## src/rtl/imem_pkg.sv

```systemverilog
// imem_pkg: shared fetch-side types and constants.
// Used by the fetch sequencer and the address legality checker.
package imem_pkg;

  localparam int unsigned ADDR_W  = 32;
  localparam int unsigned INSTR_W = 32;

  localparam logic [ADDR_W-1:0] IMEM_SIZE_DEFAULT = 32'h8000;
  localparam logic [ADDR_W-1:0] WORD_STEP         = 32'd4;

  typedef enum logic [1:0] {
    BOOT = 2'd0,
    RUN  = 2'd1,
    HALT = 2'd2
  } fetch_state_t;

endpackage

```

## src/rtl/imem_addr_legal.sv

```systemverilog
// imem_addr_legal: combinational legality check for a memory word address.
// Ports: i_addr (byte address), o_legal (aligned and inside SIZE bytes).
module imem_addr_legal
  import imem_pkg::*;
#(
  parameter logic [ADDR_W-1:0] SIZE = IMEM_SIZE_DEFAULT
) (
  input  logic [ADDR_W-1:0] i_addr,
  output logic              o_legal
);

  logic w_aligned;
  logic w_in_range;

  assign w_aligned  = (i_addr[1:0] == 2'b00);
  assign w_in_range = (i_addr <= SIZE - WORD_STEP);
  assign o_legal    = w_aligned & w_in_range;

endmodule

```

## src/rtl/imem_fetch_ctrl.sv

```systemverilog
// imem_fetch_ctrl: fetch sequencer owning the PC in front of a 1-cycle IMEM.
// Ports: clk, rst_n, redirect_valid/redirect_pc, out_valid/out_ready/
// out_instr/out_pc to decode, fault, imem_address/imem_instruction.
// Build macro IMEM_BOUNDS_CHECK_EN: illegal fetch addresses trap into HALT.
module imem_fetch_ctrl
  import imem_pkg::*;
#(
  parameter logic [ADDR_W-1:0] SIZE     = IMEM_SIZE_DEFAULT,
  parameter logic [ADDR_W-1:0] RESET_PC = '0
) (
  input  logic               clk,
  input  logic               rst_n,
  input  logic               redirect_valid,
  input  logic [ADDR_W-1:0]  redirect_pc,
  input  logic               out_ready,
  output logic               out_valid,
  output logic [INSTR_W-1:0] out_instr,
  output logic [ADDR_W-1:0]  out_pc,
  output logic               fault,
  output logic [ADDR_W-1:0]  imem_address,
  input  logic [INSTR_W-1:0] imem_instruction
);

  fetch_state_t r_state;
  fetch_state_t w_state_nxt;

  logic [ADDR_W-1:0] r_cur_pc;
  logic [ADDR_W-1:0] w_next_pc;
  logic [ADDR_W-1:0] w_wrap_pc;
  logic [ADDR_W-1:0] w_addr;

  logic r_fault;
  logic w_fault_nxt;
  logic w_legal;
  logic w_redir;

  // The IMEM address must read RESET_PC while reset is held.
  assign w_redir = redirect_valid & rst_n;

  always_comb begin
    w_next_pc = r_cur_pc;
    if (w_redir) begin
      w_next_pc = redirect_pc;
    end else if (r_state == BOOT) begin
      w_next_pc = RESET_PC;
    end else if ((r_state == RUN) && out_ready) begin
      w_next_pc = r_cur_pc + WORD_STEP;
    end
  end

  imem_addr_legal #(
    .SIZE (SIZE)
  ) u_legal (
    .i_addr  (w_next_pc),
    .o_legal (w_legal)
  );

  assign w_wrap_pc =
    w_next_pc & (SIZE - 1) & ~(WORD_STEP - 1);

`ifdef IMEM_BOUNDS_CHECK_EN
  // Illegal target: keep re-reading the current word.
  assign w_addr = w_legal ? w_next_pc : r_cur_pc;
`else
  // Legal addresses pass unchanged; others wrap and align.
  assign w_addr = w_legal ? w_next_pc : w_wrap_pc;
`endif

  always_comb begin
    w_state_nxt = r_state;
    w_fault_nxt = r_fault;
`ifdef IMEM_BOUNDS_CHECK_EN
    if (!w_legal) begin
      w_state_nxt = HALT;
      w_fault_nxt = 1'b1;
    end else
`endif
    if (w_redir) begin
      w_state_nxt = RUN;
      w_fault_nxt = 1'b0;
    end else if (r_state == BOOT) begin
      w_state_nxt = RUN;
    end
  end

  always_ff @(posedge clk or negedge rst_n) begin
    if (!rst_n) begin
      r_state  <= BOOT;
      r_cur_pc <= RESET_PC;
      r_fault  <= 1'b0;
    end else begin
      r_state  <= w_state_nxt;
      r_cur_pc <= w_addr;
      r_fault  <= w_fault_nxt;
    end
  end

  assign imem_address = w_addr;
  assign out_valid    = (r_state == RUN) & ~w_redir;
  assign out_instr    = imem_instruction;
  assign out_pc       = r_cur_pc;
  assign fault        = r_fault;

endmodule
```

## config.mk

```make
export PLATFORM = sky130hd
export DESIGN_NAME = imem_fetch_ctrl
export DESIGN_NICKNAME = d
export VERILOG_FILES = /design/src/rtl/imem_pkg.sv /design/src/rtl/imem_addr_legal.sv /design/src/rtl/imem_fetch_ctrl.sv
export SDC_FILE = /design/constraint.sdc
export NUM_CORES = 1
export LEC_CHECK = 0
export ABC_AREA = 1
export BUFFER_PORTS_ARGS = -buffer_cell sky130_fd_sc_hd__buf_2
export CORE_UTILIZATION = 33
export CTS_BUF_LIST = sky130_fd_sc_hd__clkbuf_16
export CTS_CLUSTER_SIZE = 12
export DETAILED_ROUTE_END_ITERATION = 12
export PLACE_DENSITY = 0.75
export SYNTH_ARGS = -nofsm -noshare
export SYNTH_HDL_FRONTEND = slang
export SYNTH_SLANG_ARGS = --single-unit
```

## constraint.sdc

```tcl
create_clock -name clk -period 1.1 [get_ports clk]
set_input_delay 0.055 -clock clk [delete_from_list [all_inputs] [get_ports clk]]
set_output_delay 0.055 -clock clk [all_outputs]
set_load 0.03 [all_outputs]
```

After elaboration in Yosys (flattened, before gate mapping)
Cells that the tools add are included.
- input bits: 68
- register bits: 34
- output and inout port bits: 98
- word-level logic and storage cells: 19
- add/subtract/negate cells: 1
- eq/ne operators: 1
- mux-type cells: 6
- magnitude comparators: 1
- bitwise operators: 4
- reductions and logical operators: 4
- operators by type and width (operator ; count):
    $mux W32 ; 4
    $add A32 B3 Y32 const B ; 1
    $le A32 B15 Y1 const B ; 1
    $logic_not A2 Y1 ; 2
    $mux W2 ; 2
    $and A1 B1 Y1 ; 3
    $eq A2 B1 Y1 const B ; 1
    $reduce_bool A2 Y1 ; 1
    $logic_and A1 B1 Y1 ; 1
    $not A1 Y1 ; 1

Depth between registers and ports, before layout
- depth after elaboration: 8
- gate-level depth with buffers: 9
- gate-level depth less buffers: 9

Modules after synthesis
From an unflattened synthesis, not the netlist that was laid out.
- cells, all modules: 366
- area, all modules: 2692.6 sq um
- modules (own cells, without submodules) (module ; sequential area each (sq um) ; area an instance (sq um) ; times used ; cells each):
    imem_fetch_ctrl ; 825.8 ; 2621.3 ; 1 ; 351
    imem_addr_legal ; 0.0 ; 71.3 ; 1 ; 15

Worst setup path after synthesis
No wires, ideal clock.
- path type: register to register
- start: reg r_cur_pc[2], in the netlist out_pc[2]
- end: reg r_cur_pc[6], in the netlist out_pc[6]
- path slack: -915 ps
- period minus slack after synthesis: 2015 ps
- required time: 893 ps
- path buffers: 0
- setup time: 207 ps
- cell stages (with the launch flop): 6
- data arrival time: 1809 ps
- cell sequence: dfrtp_1 -> ha_1 -> nand3_1 -> nor2_1 -> xnor2_1 -> o21ai_0
- cells in the longest elaborated chain, start to end: 5
- ends and longest elaborated chain (item ; line ; text):
    start: declaration ; imem_fetch_ctrl.sv:27 ; logic [ADDR_W-1:0] r_cur_pc;
    start signal: assignment ; imem_fetch_ctrl.sv:93 ; r_cur_pc <= w_addr;
    $add A32 B3 Y32 ; imem_fetch_ctrl.sv:47 ; w_next_pc = r_cur_pc + WORD_STEP;
    $mux W32 ; imem_fetch_ctrl.sv:46 ; end else if ((r_state == RUN) && out_ready) begin
    $mux W32 ; imem_fetch_ctrl.sv:44 ; end else if (r_state == BOOT) begin
    $mux W32 ; imem_fetch_ctrl.sv:42 ; if (w_redir) begin
    $mux W32 ; imem_fetch_ctrl.sv:66 ; assign w_addr = w_legal ? w_next_pc : w_wrap_pc;
    via imem_address[6] ; imem_fetch_ctrl.sv:20 ; output logic [ADDR_W-1:0] imem_address,
The timed path passes the listed nets, and every way through them passes these cells.
A chain may end at the register's enable or synchronous reset.

Worst setup path in the final report
- start: reg r_cur_pc[2], in the netlist out_pc[2]
- end: out imem_address[14]
- cells in the longest elaborated chain, start to end: 5
- ends and longest elaborated chain (item ; line):
    $add A32 B3 Y32 ; imem_fetch_ctrl.sv:47
    $mux W32 ; imem_fetch_ctrl.sv:46
    $mux W32 ; imem_fetch_ctrl.sv:44
    $mux W32 ; imem_fetch_ctrl.sv:42
    $mux W32 ; imem_fetch_ctrl.sv:66
    end: declaration ; imem_fetch_ctrl.sv:20
No other way between the ends.

==> flow_summary.toml <==
[timing]
fmaxAchievable_ghz = 0.583
skew_ps = 1.86
hold_viol_final = 0
finalSetupViolations = 29
fin_ws_ps = -616
post-route-period-util_pct = 156
rsz0062_at_grt = "yes"
setup_tns_ps = -9450
period_minus_slack_ps = 1720
drv_slew = 0

[yosys]
synth_compound_area_share_pct = 4.03
yosysWarningCount = 0
synth.area.mux_share_pct = 0
synth_xor_area_share_pct = 1.51
yosysSeqAreaShare_pct = 47.4
synth_edf_count = 0
synth-simple-area-share_pct = 19.8
syn-mean-instance-area_um2 = 9.06
synth_cell_type_count = 26
ys.flop_type = "dfrtp_1"
synth_fa_ha_area_share_pct = 0.719
synth_area_um2 = 1740
ys_ff_latch = 33
syn_inst = 192
async_reset_ff_share_pct = 100
synth_top_family_by_area = "buffers and inverters"

[hold_path]
min_path_type = "primary input to register"
min_path_cells = 3
hold-path-endpoint = "out_pc[6]"
hold_start = "redirect_pc[6]"

[routing]
drc_errors = 0
drt_iter0_markers = 61
routedWlPerCell_um = 13.7
viasPerCell = 4.24
ant_nets = 0
dr_total_vias = 1476
dr.pass1.iters = 4
routed_wirelength_um = 4750

[die]
start_util_pct = 34.1
io-pin-count = 166
row_count = 26
die_x_um = 74.6
die_area_um2 = 5570
core_area_um2 = 5110
die_y_um = 74.6

[placed_design]
gp_congestion = 0.815
port_buffers = 62
hpwl_um = 2980

[pwr]
pwr-share-clk_pct = 40.7
peakVddDrop_uv = 1690
p_sw_mw = 1.15
p_leak_nw = 1.33
p_sw_share_pct = 29.9
sequentialPowerShare_pct = 35.3
combPwrFrac_pct = 24.0
power.density_nw_per_um2 = 1430
power.internal_mw = 2.69

[final_layout]
drive_gt1_share_pct = 58.3
nets = 346
fin_util_pct = 52.5
area_growth_pct = 54.2
multi_input_area_um2 = 836
regArea_um2 = 838
nFillCells = 411
final_common_cell = "buf_2"
diodes = 0
mostFrequentLayoutCells = "buf_2 (45), conb_1 (40), nand2_1 (29)"

[worst_setup_path]
timing.reg2reg.setup_slack_ps = -270
r2r_start = "out_pc[2]"
worstRegToRegCells = 8
criticalPathCategory = "register to output port"
cp-start-kind = "register"
cp_max_fo = 7
r2r-end = "out_pc[8]"
cp_cell_sequence = "ha_4 -> nand3_4 -> inv_2 -> nand3_4 -> inv_6 -> nand2_2 -> nand2_2 -> nand3_2 -> nand2_4 -> buf_6"
crit_arrival_ps = 1660
cp-end-kind = "output port"
required_ps = 1040
cp_slowest_stage_delay_ps = 430
crit_slowest_cell = "dfrtp_2"

[clock_network]
htree_levels = 2
clk_pin_slew_worst_paths_ps = 50
clkLatencyLatePin_ps = 280
cts_made_buffers = 5
cts_sinks = 33
cts_tree = "yes"
clockBufferDepth = 2
cts-root-buf = "clkbuf_16"

[grt]
grt_usage_pct = 16.5
antenna_found_initial = 0
gr-total-overflow = 0
grt_pass1_wl_um = 6700
grt_pass1_vias = 1517
grt_max_degree = 34

[outcome]
status = "complete, but fails checks"
violations = "negative setup slack"

[job]
drv_cap = 0
Yosys cell counts (2+ instances only):
cell / count / area share, %
buf_4: 52 / 22
nand2_2: 4 / 1.4
nand4_1: 3 / 1.1
inv_2: 2 / 0.43
nand2_1: 43 / 9.3
conb_1: 2 / 0.43
inv_1: 11 / 2.4
nand3_2: 2 / 1.2
o21ai_1: 2 / 0.58
dfrtp_1: 33 / 47
nor2_1: 9 / 1.9
o21ai_0: 5 / 1.4
xnor2_1: 2 / 1.0
nand3_1: 10 / 2.9
critical path, delay by kind of cell (launching register included):
kind          cells  cell delay [ps]
simple gates      6              440
flops             1              430
buf+inv           3              310
fa+ha+maj         1              180
power groups by stage:
stage / logic (mW) / registers, mW / clock network (mW)
global placement: 0.742 / 1.36 / 0
finish: 0.921 / 1.35 / 1.56
global route: 0.977 / 1.36 / 1.64
CTS: 0.880 / 1.35 / 1.58
floorplan: 0.587 / 1.52 / 0
detailed placement: 0.751 / 1.36 / 0
flip-flops by register name (all words and copies together) (netlist names):
signal / cells
out_pc: 32
r_state: 1
cells by family after synthesis:
family / Yosys count
buffers and inverters: 67
AND/OR/NAND/NOR: 75
XOR/XNOR: 3
other: 2
adder cells (fa/ha/maj): 1
flip-flops: 33
AO/OA/AOI/OAI: 11
metal layers:
layer	vias up	global-route usage (%)	wire, um
met5	-	0	0
met4	0	10.9	95
met3	11	6.56	371
met2	76	28.6	2600
met1	714	16.2	1690
li1	675	-	-
worst max path at each step:
stage	from	to	slack [ps]	depth (start not counted)
global placement	out_pc[3]	imem_address[14]	-270	10
floorplan	out_pc[3]	out_pc[8]	-320	8
detailed placement	out_pc[3]	imem_address[12]	-310	10
CTS	out_pc[3]	imem_address[11]	-550	7
finish	out_pc[2]	imem_address[14]	-620	10
global route	out_pc[2]	imem_address[12]	-670	10
layout make-up:
| cell class | instances | area share, % |
|---|---|---|
| clock inverter | 3 | 1.54 |
| sequential | 33 | 31.2 |
| multi-input combinational | 130 | 31.1 |
| clock buffer | 5 | 4.66 |
| tap | 70 | 3.26 |
| timing repair buffer | 94 | 26.1 |
| inverter | 13 | 2.10 |
what timing repair did:
item / CTS / global route
endpoints found under the setup margin: 26 / 30
buffers inserted: 4 / 1
endpoints found under the hold margin: 33 / 0
pin swaps: 13 / 13
hold buffers: 1 / 0
resized for setup: 55 / 20
metrics by stage:
step           hold WS (ps)  power, mW  std cells  area (um^2)  setup slack, ps
2_1_floorplan          -241       2.10        230         1980             -318
3_3_place_gp            110       2.10        334         2180             -270
3_5_place_dp            110       2.11        334         2180             -314
4_1_cts                4.57       3.81        347         2600             -546
5_1_grt                25.6       3.97        348         2680             -675
6_report               22.3       3.84        348         2680             -616
Note: power is estimated with default switching activity, not from simulation.
